<file path="src/rtl/branch_pkg.sv">
`default_nettype none
// ============================================================================
//  Module      : branch_pkg
//  Description : Shared types and helpers for the branch prediction unit:
//                2-bit saturating counter type and encodings, the run/halt
//                state type, and the counter update function.
//  Revision    : 1.0 - initial release
// ============================================================================
package branch_pkg;

    // 2-bit saturating counter. Bit 1 set means "predict taken".
    typedef logic [1:0] ctr_t;

    localparam ctr_t CTR_SNT = 2'd0;    // strongly not-taken
    localparam ctr_t CTR_WNT = 2'd1;    // weakly not-taken (reset value)
    localparam ctr_t CTR_WT  = 2'd2;    // weakly taken
    localparam ctr_t CTR_ST  = 2'd3;    // strongly taken

    typedef enum logic [0:0] {
        BPU_RUN    = 1'b0,
        BPU_HALTED = 1'b1
    } bpu_state_t;

    // Move a counter one step toward the resolved direction, clamping at
    // both ends so a single outlier never flips a strongly biased entry.
    function automatic ctr_t sat_update(input ctr_t c, input logic taken);
        ctr_t r;
        r = c;
        if (taken) begin
            if (c != CTR_ST) begin
                r = ctr_t'(c + 2'd1);
            end
        end else begin
            if (c != CTR_SNT) begin
                r = ctr_t'(c - 2'd1);
            end
        end
        return r;
    endfunction

endpackage
`default_nettype wire

</file>
<file path="src/rtl/bht_table.sv">
`default_nettype none
// ============================================================================
//  Module      : bht_table
//  Description : Branch history table of BHT_DEPTH 2-bit saturating
//                counters. One combinational read port (fetch lookup) and
//                one registered read-modify-write update port (EX resolve).
//                A lookup of the entry being updated in the same cycle sees
//                the pre-update value; the new value is visible next cycle.
//  Ports       : clk, rst_n           - clock, async active-low reset
//                i_rd_idx / o_rd_ctr  - lookup index / counter value
//                i_upd_en             - apply an update this cycle
//                i_upd_idx            - entry to update
//                i_upd_taken          - resolved direction
//  Revision    : 1.0 - initial release
// ============================================================================
module bht_table
    import branch_pkg::*;
#(
    parameter int BHT_DEPTH = 16
) (
    input  logic                         clk,
    input  logic                         rst_n,
    input  logic [$clog2(BHT_DEPTH)-1:0] i_rd_idx,
    output ctr_t                         o_rd_ctr,
    input  logic                         i_upd_en,
    input  logic [$clog2(BHT_DEPTH)-1:0] i_upd_idx,
    input  logic                         i_upd_taken
);

    ctr_t r_ctr [BHT_DEPTH];

    assign o_rd_ctr = r_ctr[i_rd_idx];

    always_ff @(posedge clk or negedge rst_n) begin
        if (!rst_n) begin
            for (int i = 0; i < BHT_DEPTH; i++) begin
                r_ctr[i] <= CTR_WNT;
            end
        end else if (i_upd_en) begin
            r_ctr[i_upd_idx] <= sat_update(r_ctr[i_upd_idx], i_upd_taken);
        end
    end

endmodule
`default_nettype wire

</file>
<file path="src/rtl/branch_predict_unit.sv">
`default_nettype none
// ============================================================================
//  Module      : branch_predict_unit
//  Description : Branch predictor / resolver between IF and EX. Predicts
//                conditional branches at fetch from a table of 2-bit
//                saturating counters, resolves them in EX, and issues a
//                redirect plus IF/ID flush on a mispredict. A sticky halt
//                state redirects fetch to the halting PC until reset.
//  Options     : define BRANCH_STATS_EN to add saturating branch and
//                mispredict counters (stat_branches / stat_mispredicts).
//  Ports       : IF side : if_pc, if_imm, if_is_branch -> pred_taken,
//                          pred_target
//                EX side : ex_valid, ex_pc, ex_imm, ex_branch,
//                          ex_alu_result, ex_pred_taken, halt -> pc_sel,
//                          br_pc, pc_four, flush, halted
//  Revision    : 1.0 - initial release
// ============================================================================
module branch_predict_unit
    import branch_pkg::*;
#(
    parameter int PC_W      = 9,
    parameter int BHT_DEPTH = 16
) (
    input  logic            clk,
    input  logic            rst_n,
    // fetch-side lookup
    input  logic [PC_W-1:0] if_pc,
    input  logic [31:0]     if_imm,
    input  logic            if_is_branch,
    output logic            pred_taken,
    output logic [31:0]     pred_target,
    // execute-side resolution
    input  logic            ex_valid,
    input  logic [PC_W-1:0] ex_pc,
    input  logic [31:0]     ex_imm,
    input  logic            ex_branch,
    input  logic [31:0]     ex_alu_result,
    input  logic            ex_pred_taken,
    input  logic            halt,
    output logic            pc_sel,
    output logic [31:0]     br_pc,
    output logic [31:0]     pc_four,
    output logic            flush,
`ifdef BRANCH_STATS_EN
    output logic [31:0]     stat_branches,
    output logic [31:0]     stat_mispredicts,
`endif
    output logic            halted
);

    localparam int c_IDX_W = $clog2(BHT_DEPTH);

    bpu_state_t r_state;
    logic [31:0] r_hold_pc;

    logic [31:0]        w_if_pc32;
    logic [31:0]        w_ex_pc32;
    logic [c_IDX_W-1:0] w_rd_idx;
    logic [c_IDX_W-1:0] w_upd_idx;
    ctr_t               w_rd_ctr;
    logic               w_actual;
    logic               w_mispredict;
    logic               w_run;
    logic               w_upd_en;
    logic               w_unused_alu;

    assign w_if_pc32 = 32'(if_pc);
    assign w_ex_pc32 = 32'(ex_pc);

    // Word-aligned index: drop the two byte-offset bits.
    assign w_rd_idx  = if_pc[c_IDX_W+1:2];
    assign w_upd_idx = ex_pc[c_IDX_W+1:2];

    // Only bit 0 of the ALU result carries the branch condition.
    assign w_unused_alu = ^ex_alu_result[31:1];

    // ------------------------------------------------------------------
    // Counter table
    // ------------------------------------------------------------------
    bht_table #(
        .BHT_DEPTH (BHT_DEPTH)
    ) u_bht (
        .clk         (clk),
        .rst_n       (rst_n),
        .i_rd_idx    (w_rd_idx),
        .o_rd_ctr    (w_rd_ctr),
        .i_upd_en    (w_upd_en),
        .i_upd_idx   (w_upd_idx),
        .i_upd_taken (w_actual)
    );

    // ------------------------------------------------------------------
    // Fetch-side prediction
    // ------------------------------------------------------------------
    assign pred_taken  = if_is_branch & w_rd_ctr[1];
    assign pred_target = pred_taken ? (w_if_pc32 + if_imm)
                                    : (w_if_pc32 + 32'd4);

    // ------------------------------------------------------------------
    // Execute-side resolution
    // ------------------------------------------------------------------
    assign w_run        = (r_state == BPU_RUN);
    assign w_actual     = ex_branch & ex_alu_result[0];
    assign w_mispredict = ex_valid & ex_branch & (w_actual != ex_pred_taken);

    // A halt request suppresses the table update of a branch resolving in
    // the same cycle; once halted the EX inputs are ignored entirely.
    assign w_upd_en = w_run & ~halt & ex_valid & ex_branch;

    assign pc_four = w_ex_pc32 + 32'd4;
    assign halted  = ~w_run;

    // Priority: halted state, then a fresh halt request, then mispredict.
    always_comb begin
        pc_sel = 1'b0;
        flush  = 1'b0;
        br_pc  = 32'd0;
        if (!w_run) begin
            pc_sel = 1'b1;
            br_pc  = r_hold_pc;
        end else if (halt) begin
            pc_sel = 1'b1;
            br_pc  = w_ex_pc32;
        end else if (w_mispredict) begin
            pc_sel = 1'b1;
            flush  = 1'b1;
            br_pc  = w_actual ? (w_ex_pc32 + ex_imm) : (w_ex_pc32 + 32'd4);
        end
    end

    // ------------------------------------------------------------------
    // Run / halt state. HALTED is sticky; only reset leaves it.
    // ------------------------------------------------------------------
    always_ff @(posedge clk or negedge rst_n) begin
        if (!rst_n) begin
            r_state   <= BPU_RUN;
            r_hold_pc <= 32'd0;
        end else if (w_run && halt) begin
            r_state   <= BPU_HALTED;
            r_hold_pc <= w_ex_pc32;
        end
    end

`ifdef BRANCH_STATS_EN
    // ------------------------------------------------------------------
    // Statistics: branches = table updates, mispredicts = flushes issued.
    // Both saturate and naturally freeze in HALTED since neither event
    // can occur there.
    // ------------------------------------------------------------------
    logic [31:0] r_stat_br;
    logic [31:0] r_stat_mp;
    logic        w_mp_count;

    assign w_mp_count = w_run & ~halt & w_mispredict;

    always_ff @(posedge clk or negedge rst_n) begin
        if (!rst_n) begin
            r_stat_br <= 32'd0;
            r_stat_mp <= 32'd0;
        end else begin
            if (w_upd_en && (r_stat_br != 32'hFFFF_FFFF)) begin
                r_stat_br <= r_stat_br + 32'd1;
            end
            if (w_mp_count && (r_stat_mp != 32'hFFFF_FFFF)) begin
                r_stat_mp <= r_stat_mp + 32'd1;
            end
        end
    end

    assign stat_branches    = r_stat_br;
    assign stat_mispredicts = r_stat_mp;
`endif

endmodule
`default_nettype wire

</file>
<file path="config.mk">
export PLATFORM = sky130hd
export DESIGN_NAME = branch_predict_unit
export DESIGN_NICKNAME = d
export VERILOG_FILES = /design/src/rtl/branch_pkg.sv /design/src/rtl/bht_table.sv /design/src/rtl/branch_predict_unit.sv
export SDC_FILE = /design/constraint.sdc
export NUM_CORES = 1
export LEC_CHECK = 0
export BUFFER_PORTS_ARGS = -buffer_cell sky130_fd_sc_hd__buf_2
export CAP_MARGIN = 10
export CORE_ASPECT_RATIO = 1.4
export CORE_MARGIN = 2
export CORE_UTILIZATION = 52
export DETAILED_ROUTE_END_ITERATION = 8
export PLACE_DENSITY = 0.87
export REMOVE_ABC_BUFFERS = 1
export SYNTH_ARGS = -nofsm -noshare
export SYNTH_HDL_FRONTEND = slang
export SYNTH_SLANG_ARGS = --single-unit
</file>
<file path="constraint.sdc">
create_clock -name clk -period 4.6 [get_ports clk]
set_input_delay 0.46 -clock clk [delete_from_list [all_inputs] [get_ports clk]]
set_output_delay 0.46 -clock clk [all_outputs]
set_load 0.05 [all_outputs]
</file>
Yosys cells after proc, flatten, opt, wreduce, memory -nomap -nowiden
Cells that the tools add are included.
{"block": "classes", "n_bitwise": 11, "magnitude_cmp": 3, "multipliers": 0, "shift": 0, "eq_ne": 2, "muxes": 23, "div": 0, "n_reduce_logical": 3, "add_sub_neg": 6}
{"operator": "2-to-1 mux 32 bit", "count": 5}
{"operator": "adder 9 x 32 -> 32 bit", "count": 2}
{"operator": "bitwise mux 32 bit", "count": 1}
{"operator": "adder 9 x 3 -> 10 bit (second input constant)", "count": 2}
{"operator": "2-to-1 mux 2 bit", "count": 9}
{"operator": "binary-select mux 2 bit (select 4 bit)", "count": 2}
{"operator": ">= comparator 5 bit (second input constant)", "count": 2}
{"operator": "inverter 4 -> 5 bit", "count": 2}
{"operator": "demux 2 bit (select 4 bit)", "count": 1}
{"operator": "bitwise AND 1 bit", "count": 7}
{"operator": "< comparator 5 x 1 -> 1 bit (second input constant)", "count": 1}
{"operator": "2-to-1 mux 1 bit", "count": 5}
{"operator": "adder 2 x 1 -> 2 bit (second input constant)", "count": 1}
{"operator": "logical AND 1 bit", "count": 2}
{"operator": "inequality test 2 bit (second input constant)", "count": 1}
{"operator": "inverter 1 bit", "count": 2}
{"operator": "nonzero test 2 bit", "count": 1}
{"operator": "subtractor 2 x 1 -> 2 bit (second input constant)", "count": 1}
{"operator": "inequality test 1 bit", "count": 1}
{"block": "word_totals", "ram_bits": 0, "input_bits": 121, "ff_bits": 42, "mem_bits_ro": 0, "latch_bits": 0, "n_memories": 0, "wordCells": 66}

Longest topological paths before layout
Gate-level depths: netlist of the first run.
{"block": "depth", "depth_word": 9, "mapped_depth": 10}

Cells and area by module
From an unflattened synthesis of the first run, not the netlist that was laid out.
{"block": "hier_totals", "cells_unflattened": 584, "hier_area_um2": 4978.5}
{"mod": "branch_predict_unit", "cells_each": 432, "area_per_inst_um2": 3071.7, "n_inst": 1}
{"mod": "bht_table", "cells_each": 152, "area_per_inst_um2": 1906.8, "n_inst": 1}

Worst setup path before layout of the first run
Ideal clock, no wire load.
{"block": "synth_path", "path_type": "register to output", "from": "register r_state, in the netlist halted", "to": "output br_pc[13]", "required_time_ps": 4140, "arrival_time_ps": 3192, "slack_ps": 948, "path_buffers": 2, "path_stages_with_launch": 8, "path_cell_list": "dfrtp_1 > nor4bb_1 > clkbuf_1 > nand2_1 > inv_1 > nand2_1 > clkbuf_1 > nor3b_1"}
{"block": "synth_between", "elab_chain_cells": 1}
{"item": "from (decl)", "line_no": "branch_predict_unit.sv:53", "text": "bpu_state_t r_state;"}
{"item": "from (signal assigned)", "line_no": "branch_predict_unit.sv:136", "text": "r_state <= BPU_RUN;"}
{"item": "from (signal assigned)", "line_no": "branch_predict_unit.sv:139", "text": "r_state <= BPU_HALTED;"}
{"item": "2-to-1 mux 32 bit", "line_no": "branch_predict_unit.sv:118", "text": "if (!w_run) begin"}
{"item": "to (decl)", "line_no": "branch_predict_unit.sv:41", "text": "output logic [31:0] br_pc,"}
Every way passes these cells.

Worst setup path in the final report of the first run
{"block": "layout_path", "from": "input ex_pc[2]", "to": "output br_pc[31]"}
{"block": "layout_between", "elab_chain_cells": 5}
{"item": "from (decl)", "line_no": "branch_predict_unit.sv:34", "text": "input logic [PC_W-1:0] ex_pc,"}
{"item": "adder 9 x 32 -> 32 bit", "line_no": "branch_predict_unit.sv:127", "text": "br_pc = w_actual ? (w_ex_pc32 + ex_imm) : (w_ex_pc32 + 32'd4);"}
{"item": "2-to-1 mux 32 bit", "line_no": "branch_predict_unit.sv:127"}
{"item": "2-to-1 mux 32 bit", "line_no": "branch_predict_unit.sv:124", "text": "end else if (w_mispredict) begin"}
{"item": "2-to-1 mux 32 bit", "line_no": "branch_predict_unit.sv:121", "text": "end else if (halt) begin"}
{"item": "2-to-1 mux 32 bit", "line_no": "branch_predict_unit.sv:118"}
Every way passes these cells.

==> results of run 1 <==
-- logic make-up after synthesis --
group	count (synthesis)
XOR/XNOR	65
AO/OA/AOI/OAI	101
AND/OR/NAND/NOR	192
adder cells (fa/ha/maj)	31
buffers and inverters	70
other	1
flip-flops	42
multiplexers	57
-- routing by layer --
layer / GRT usage / vias up / wire length [um]
met5: 0 / - / 0
met4: 0.0724 / 0 / 333
met3: 0.0419 / 31 / 1120
met2: 0.481 / 262 / 6990
met1: 0.277 / 2279 / 4740
li1: - / 2278 / -
-- cell usage in the layout, fill, tap and decap left out, types with 3 or more instances in the layout --
cell       netlist  routed
dfrtp_1         26      26
xnor2_1         35      35
and4_1           3       3
nor3b_1          4       4
inv_1           17      17
nor4b_1          6       6
ha_1            23      23
nand3_1         27      27
conb_1           1      22
o21bai_1         3       3
o2111ai_1        5       5
o21ai_1          5       5
a22oi_1          7       7
and3_1          20      20
nor2_1          54      54
nor3_1           6       6
buf_4           26       6
mux4_2          13      13
o211ai_1         5       5
mux2i_1          3       3
xor2_1          30      30
nand2_1         38      38
a31o_2           3       3
buf_2            7     167
dfstp_2         16      16
and2_1           4       4
maj3_1           5       5
mux2_2          41      41
a21o_1           6       6
nand4_1         15      15
nor2b_1          5       5
clkbuf_16        0       5
o21ai_0         21      21
a21oi_1         26      26
-- registers in the layout (all words and copies together), names as in the netlist --
name	flops
u_bht.r_ctr	32
r_hold_pc	9
halted	1
-- metrics by stage --
| stage | instance area (um2) | hold slack [ns] | setup WS, ns |
|---|---|---|---|
| after floorplan | 4610 | 0.164 | -0.307 |
| after global placement | 5630 | 0.489 | 1.14 |
| after detailed placement | 5630 | 0.500 | 1.09 |
| after CTS | 5810 | 0.340 | 1.06 |
| after global routing | 5810 | 0.394 | 0.887 |
| final | 5810 | 0.307 | 1.04 |
-- cell type report --
class | instances | area share
multi-input cells | 468 | 0.600
flip-flops and latches | 42 | 0.184
repair buffers | 173 | 0.152
clock buffers | 7 | 0.0246
well taps | 107 | 0.0231
inverters | 17 | 0.0110
clock inverters | 1 | 0.00517
-- worst register-to-register path, cell delays in order (launching register included) --
cell	delay, ns
dfrtp_1	0.57
nor4bb_2	0.35
buf_4	0.26
and3_1	0.25
mux2_2	0.34
-- report_power, final --
group          internal (mW)  total [mW]  switching, mW
combinational          0.148       0.450          0.302
clock                  0.271       0.406          0.135
sequential             0.380       0.386        0.00510
-- path summary, 6_finish.rpt --
| kind | start | to | slack, ns | cells past startpoint |
|---|---|---|---|---|
| worst max-delay path | ex_pc[2] | br_pc[31] | 1.04 | 10 |
| max in group asynchronous | rst_n | r_hold_pc[8]$_DFFE_PN0P_ | 3.72 | 1 |
| worst min-delay path | rst_n | u_bht.r_ctr[29]$_DFFE_PN0P_ | 0.31 | 1 |
| worst max register to register | halted$_DFFE_PN0P_ | u_bht.r_ctr[5]$_DFFE_PN0P_ | 2.71 | 4 |
| worst min register to register | r_hold_pc[2]$_DFFE_PN0P_ | r_hold_pc[2]$_DFFE_PN0P_ | 0.51 | 1 |
| min in group clk | halt | halted$_DFFE_PN0P_ | 0.42 | 2 |
==> impl_metrics.toml, run 1 <==
[setup_path]
crit_family = "simple AND/OR/NAND/NOR gates"
critPathMaxFanout = 16
crit_type = "primary input to output port"
start_kind = "primary input"
crit_top_cell = "buf_2"
crit_slowest_cell = "or4_1"
arrival_ns = 3.10
endpoint_kind = "output port"
path_buf_inv = 3
crit_chain = "buf_2 -> ha_1 -> nand2_1 -> nor3b_1 -> o311ai_2 -> buf_4 -> and2_4 -> or4_1 -> a21oi_1 -> buf_2"
max_stage_delay_ns = 0.46
cp.required_ns = 4.14

[detailed_routing]
via_per_inst = 5.95
drc = 0
first_pass_iters = 5
ant_nets = 0
num_vias = 4850
avgRoutedWirePerCell_um = 16.2
wl_mm = 13.2
drt_iter0_drc = 255

[yosys]
synthAdderAreaFrac = 0.0804
synth_edf_count = 0
synth_xor_area_frac = 0.118
yosys-top-cells-area = "dfrtp_1, mux2_2, dfstp_2"
ys_ff_latch = 42
synthTopCellsByCount = "nor2_1, mux2_2, nand2_1, xnor2_1, xor2_1"
netlist_instances = 559
synth_top_family_by_area = "simple AND/OR/NAND/NOR gates"
synthFlopType = "dfrtp_1"
ys_seq_area_frac = 0.221
ys_warn_count = 0
avgSynthCellArea_um2 = 8.66
synth.distinct_cells = 63
async_reset_ff_frac = 1.00
synth_top_cell_by_area = "dfrtp_1"
synth_compound_area_frac = 0.139
synth.most_common_cell = "nor2_1"
yosys.area_share.simple = 0.201
muxShareOfSynthArea = 0.162
synth_area_mm2 = 0.00484
synth_largest_type_area_fraction = 0.134

[power]
ir_worst_vdd_mv = 0.193
finalPower_mw = 1.24
leakage_nw = 2.77
p_per_area_mw_per_mm2 = 214

[final_layout]
stdcell_count = 815
drive_above_1_share = 0.374
n_fill_cell = 730
multi_input_area_mm2 = 0.00348
fin_nets = 853
postLayoutCoreUtil = 0.643
seqCellArea_mm2 = 0.00107
diodes = 0
syn_to_final_growth_pct = 19.9

[floorplan]
die_w_um = 85.6
coreArea_mm2 = 0.00903
ios = 221
num_rows = 41
die_area_mm2 = 0.0101
initial_utilization = 0.536
die_h_um = 118

[timing]
final-setup-viol-count = 0
layout_min_cycle_time_ns = 3.56
hold_viol = 0
skew_ns = 0.00501
max_freq_mhz = 281
layout_worst_path_cycle_share = 0.774
rsz0062_at_grt = "no"
tns_ns = 0
slew_viol_final = 0
worstMarginPinSlew_ns = 0.912
relSlewSlack = 0.392

[clock_network]
cts_resized = 0
cts-root-buf = "clkbuf_16"
post_cts_buffers = 0
path_clk_slew_ns = 0.06
clock_sinks = 42
cts.path.max_buffers = 2
clk-insertion-delay-late_ns = 0.28
htree_levels = 2
cts_buffers = 5
cts_tree = "done"
cts_hold_buf = 0

[global_routing]
grt-ovfl-total = 0
antenna_found_initial = 0
grt_max_degree = 43
first_global_vias = 4633
grt_pass1_wl_mm = 21.2
grt_usage = 0.251

[placement]
hpwl_mm = 10.6
io_buffer_count = 167
dp.cells = 807
gp_congestion = 0.940

[outcome]
status = "completed"

[worst_hold_path]
hp-class = "primary input to asynchronous set/reset pin"

[run]
drv_cap = 0
Note: power is estimated with default switching activity, not from simulation.
==> inputs of run 2 (changes only) <==
Settings changed: ABC_AREA set to 1, CORE_UTILIZATION 52 to 46, PLACE_DENSITY 0.87 to 0.79.
Clock period 4.6 ns to 2.9 ns, I/O delays scaled along.
==> run 2 against run 1 <==
Net effect:
- sequential share of layout area decreased by 2.8 points
- critical path depth grew 1
- power up 71%
- critical endpoint is now br_pc[11]
==> impl_metrics.toml, run 2 <==
[final_layout]
drive_above_1_share = 0.199
regMostFlops = "u_bht.r_ctr"
largest_register_ffs = 32
postLayoutCoreUtil = 0.552
final_cell_mix = "nand2_1, buf_2, inv_1, nor2_1, nand3_1"
syn_to_final_growth_pct = 16.7
n_fill_cell = 1266
diodes = 0
design_area_mm2 = 0.00686
layout.cells.most_common = "nand2_1"
fin_nets = 1332

[setup_path]
crit_top_cell = "inv_2"
critPathMaxFanout = 16
crit_family = "simple AND/OR/NAND/NOR gates"
max_stage_delay_ns = 0.39
path_buf_inv = 5
start_kind = "register"
crit_chain = "nor2_2 -> inv_2 -> nor2_4 -> inv_2 -> nor2_4 -> inv_2 -> nor2_4 -> inv_2 -> a21oi_1 -> o21a_1 -> buf_2"
crit_type = "register to output port"
cp.required_ns = 2.61
crit_slowest_cell = "dfrtp_1"
endpoint_kind = "output port"
arrival_ns = 2.40

[yosys]
synthTopCellsByCount = "nand2_1, inv_1, nor2_1, nand3_1, o21ai_0"
avgSynthCellArea_um2 = 5.72
async_reset_ff_frac = 1.00
netlist_instances = 1027
ys_ff_latch = 42
synth_top_cell_by_area = "nand2_1"
synth_area_mm2 = 0.00588
synth_largest_type_area_fraction = 0.217
ys_warn_count = 0
ys_seq_area_frac = 0.182
synth_edf_count = 0
synthFlopType = "dfrtp_1"
synth.most_common_cell = "nand2_1"
yosys-top-cells-area = "nand2_1, dfrtp_1, inv_1"
synth.distinct_cells = 43

[clock_network]
cts_tree = "done"
htree_levels = 2
cts-root-buf = "clkbuf_16"
cts.path.max_buffers = 2
clk-insertion-delay-late_ns = 0.29
path_clk_slew_ns = 0.07
cts_hold_buf = 0
post_cts_buffers = 0
cts_resized = 0
cts_buffers = 5
clock_sinks = 42

[floorplan]
coreArea_mm2 = 0.0124
die_h_um = 138
initial_utilization = 0.473
ios = 221
num_rows = 48
die_w_um = 99.5
die_area_mm2 = 0.0137

[placement]
placed_area_mm2 = 0.00671
gp_congestion = 0.960
dp_slack_ns = 0.304
io_buffer_count = 167
hpwl_mm = 13.3

[run]
drv_cap = 0

[power]
finalPower_mw = 2.12
p_per_area_mw_per_mm2 = 310
ir_worst_vdd_mv = 0.398
leakage_nw = 3.83

[detailed_routing]
avgRoutedWirePerCell_um = 12.4
num_vias = 6868
ant_nets = 0
wl_mm = 16.6
drc = 0
first_pass_iters = 5
via_per_inst = 5.14
drt_iter0_drc = 319

[global_routing]
grtUsageMet3 = 0.0183
grt.busiest_layer = "met2"
grt_max_degree = 43
first_global_vias = 6188
grtUsageMet2 = 0.449
grtUsageMet1 = 0.275
antenna_found_initial = 0
grt-ovfl-total = 0
grt_usage = 0.234
grt_pass1_wl_mm = 27.0

[timing]
max_freq_mhz = 371
relSlewSlack = 0.380
slew_viol_final = 0
skew_ns = 0.00917
hold_viol = 0
postLayoutSetupSlackWorst_ns = 0.206
worstMarginPinSlew_ns = 0.931
layout_worst_path_cycle_share = 0.929
rsz0062_at_grt = "no"
final-setup-viol-count = 0
layout_min_cycle_time_ns = 2.69

[worst_hold_path]
hp-class = "primary input to asynchronous set/reset pin"

[outcome]
status = "completed"
run 2: cell count changes after synthesis, moves of 15 or more:
cell	delta
nand3_1	+72
mux2_2	-41
nand2_1	+301
and3_1	-18
nor2_1	+69
xnor2_1	-22
nor3_1	+15
o21ai_0	+21
inv_1	+128
run 2: cell families after synthesis:
family	count (synthesis)	synth area share
and+or+nand+nor	634	0.469
buffers and inverters	195	0.154
AOI/OAI and AO/OA	100	0.0930
DFF	42	0.182
xor gates and xnor gates	29	0.0432
adders and majority gates	25	0.0558
other	1	0.000638
muxes	1	0.00170
run 2: final cells by class:
cell class	count	area (um2)	area share
clock buffers	5	125	0.0182
clock inverters	3	23.8	0.00347
inverters	153	579	0.0845
multi-input cells	811	3980	0.580
flip-flops and latches	42	1070	0.156
well taps	150	188	0.0274
repair buffers	173	893	0.130
run 2: worst paths after layout:
path	from	end	slack, ns	cells after the start
worst max-delay path	halted$_DFFE_PN0P_	br_pc[11]	0.21	11
worst min-delay path	rst_n	u_bht.r_ctr[21]$_DFFE_PN0P_	0.14	1
worst max register to register	u_bht.r_ctr[21]$_DFFE_PN0P_	u_bht.r_ctr[10]$_DFFE_PN1P_	1.22	12
worst min register to register	u_bht.r_ctr[12]$_DFFE_PN1P_	u_bht.r_ctr[12]$_DFFE_PN1P_	0.47	2
max in group asynchronous	rst_n	u_bht.r_ctr[15]$_DFFE_PN0P_	2.18	1
min in group clk	halt	halted$_DFFE_PN0P_	0.24	3
run 2: per-stage QoR:
stage	hold WS (ns)	std cells	setup TNS [ns]
floorplan	-0.00559	1006	-1.34
global placement	0.455	1329	0
detailed placement	0.455	1329	0
CTS	0.175	1337	0
global route	0.229	1337	0
finish	0.138	1337	0
run 2: per-layer routing:
layer	part of all wire	wire, um	up-vias
met5	0	0	-
met4	0.020	332	0
met3	0.063	1040	28
met2	0.51	8440	288
met1	0.41	6760	3045
li1	-	-	3507
run 2: where the power goes:
| group | switching [mW] | internal [mW] |
|---|---|---|
| registers | 0.00761 | 0.606 |
| clock network | 0.244 | 0.322 |
| logic | 0.691 | 0.254 |
| total | 0.942 | 1.18 |
==> inputs of run 3 (changes only) <==
Settings changed: ABC_AREA 1 to not set, CELL_PAD_IN_SITES_DETAIL_PLACEMENT set to 0, CELL_PAD_IN_SITES_GLOBAL_PLACEMENT set to 1, CORE_UTILIZATION 46 to 31, PLACE_DENSITY 0.79 to not set, PLACE_DENSITY_LB_ADDON set to 0.1.
==> run 3 against run 2 <==
Net effect:
- die area is 21% higher
- utilization is 15 points lower
- routed wire length is 13% lower
- design area is 9.9% lower
- clock-buffer cell count is 2 higher
- power is 9.1% lower
- first-iteration DRC count is 59% lower
- critical endpoint is now br_pc[31]
- largest cell class unchanged
- largest power group unchanged
- highest routed layer unchanged
==> impl_metrics.toml, run 3 (synthesis gave the netlist of run 1 again) <==
[final_layout]
fin_nets = 877
diodes = 0
drive_above_1_share = 0.403
stdcell_count = 928
regMostFlops = "u_bht.r_ctr"
final_cell_mix = "buf_2, nor2_1, mux2_2, nand2_1, buf_4"
largest_register_ffs = 32
layout.cells.most_common = "buf_2"
syn_to_final_growth_pct = 27.6

[clock_network]
cts_tree = "done"
path_clk_slew_ns = 0.06
post_cts_buffers = 0
cts.path.max_buffers = 2
cts-root-buf = "clkbuf_16"
clk-insertion-delay-late_ns = 0.29
cts_buffers = 5
htree_levels = 2
cts_hold_buf = 0
clock_sinks = 42

[setup_path]
critPathMaxFanout = 5
rr_endpoint = "u_bht.r_ctr[3]$_DFFE_PN0P_"
crit_family = "simple AND/OR/NAND/NOR gates"
crit_chain = "buf_2 -> ha_1 -> buf_4 -> nand2_1 -> nor3b_4 -> o311ai_2 -> and2_4 -> or4_1 -> a21oi_1 -> clkbuf_4"
arrival_ns = 2.50
r2r_slack_ns = 1.06
reg2regPathDepth = 5
endpoint_kind = "output port"
crit_type = "primary input to output port"
r2r_start = "u_bht.r_ctr[0]$_DFFE_PN1P_"
crit_slowest_cell = "or4_1"
max_stage_delay_ns = 0.47
start_kind = "primary input"
cp.required_ns = 2.61
cp.depth = 10
path_buf_inv = 3
startpoint = "ex_pc[2]"
cp-endpoint = "br_pc[31]"

[power]
leakage_nw = 2.91
seq_power_share = 0.317
ir_worst_vdd_mv = 0.176
clkPwrFrac = 0.293
p_per_area_mw_per_mm2 = 312
p_sw_frac = 0.374
comb_power_share = 0.390
p_int_mw = 1.21
p_sw_uw = 722

[run]
drv_cap = 0

[detailed_routing]
drc = 0
ant_nets = 0
top_layer = "met4"
wl_mm = 14.4
num_vias = 4651
avgRoutedWirePerCell_um = 15.5
first_pass_iters = 4
via_per_inst = 5.01
drt_iter0_drc = 132
wl_met2_mm = 7.70
met1_length_mm = 5.80
dr_wl_met3_um = 759

[placement]
dp_slack_ns = -0.103
io_buffer_count = 167
dp.cells = 920
gp_congestion = 0.843
hpwl_mm = 11.7

[timing]
final-setup-viol-count = 0
hold_viol = 0
skew_ns = 0.00504
worstMarginPinSlew_ns = 0.953
postLayoutSetupSlackWorst_ns = 0.114
max_freq_mhz = 359
rsz0062_at_grt = "no"
layout_worst_path_cycle_share = 0.961
slew_viol_final = 0
layout_min_cycle_time_ns = 2.79
relSlewSlack = 0.365
tns_ns = 0

[floorplan]
die_area_mm2 = 0.0166
die_w_um = 110
initial_utilization = 0.314
ios = 221
num_rows = 54
die_h_um = 152
coreArea_mm2 = 0.0154

[worst_hold_path]
hp-class = "primary input to asynchronous set/reset pin"

[global_routing]
grt_max_degree = 43
first_global_vias = 4703
grt-ovfl-total = 0
grt_usage = 0.171
grt_pass1_wl_mm = 23.1
antenna_found_initial = 0

[outcome]
status = "completed"
run 3: cell types whose count changed in the layout (fill, tap and decap cells not counted), sizes merged, moves of 18 or more:
cell	change
and3	+18
nand3	-75
nand2	-309
mux2	+41
inv	-137
buf	+23
xnor2	+22
o21ai	-25
nor2	-84
run 3: through the flow:
| stage | power [mW] | util | hold WS [ns] | instance area (um2) |
|---|---|---|---|---|
| 6_report | 1.93 | 0.401 | 0.143 | 6180 |
| 3_5_place_dp | 1.37 | 0.386 | 0.498 | 5950 |
| 4_1_cts | 1.94 | 0.398 | 0.182 | 6130 |
| 5_1_grt | 2.04 | 0.401 | 0.240 | 6180 |
| 3_3_place_gp | 1.36 | 0.386 | 0.483 | 5950 |
| 2_1_floorplan | 1.09 | - | -0.00559 | 4610 |
run 3: power by group through the flow:
stage	Sequential (mW)	Clock, mW	Combinational [mW]
finish	0.612	0.567	0.752
global placement	0.620	0	0.741
global route	0.613	0.609	0.818
detailed placement	0.621	0	0.745
CTS	0.611	0.585	0.748
floorplan	0.619	0	0.469
run 3: timing repair:
action / CTS / global route
endpoints found under the setup margin: 12 / 13
gates resized for setup: 12 / 11
gates cloned: 0 / 0
pin swaps: 1 / 2
run 3: layout make-up:
type,instances,area (um2)
clock buffer,7,143
clock inverter,1,5.00
fill,1625,9230
inverter,17,63.8
multi-input combinational,468,3530
sequential,42,1070
tap,196,245
timing repair buffer,197,1120
run 3: worst min path at each step:
stage | start | end | depth (start not counted)
global placement | rst_n | halted$_DFFE_PN0P_ | 1
global route | rst_n | r_hold_pc[1]$_DFFE_PN0P_ | 1
detailed placement | rst_n | halted$_DFFE_PN0P_ | 1
finish | rst_n | r_hold_pc[1]$_DFFE_PN0P_ | 1
CTS | rst_n | halted$_DFFE_PN0P_ | 1
floorplan | rst_n | halted$_DFFE_PN0P_ | 0
run 3: layer usage:
metal,vias up,GRT usage
li1,2319,-
met1,2201,0.204
met2,123,0.320
met3,8,0.0193
met4,0,0.0380
met5,-,0
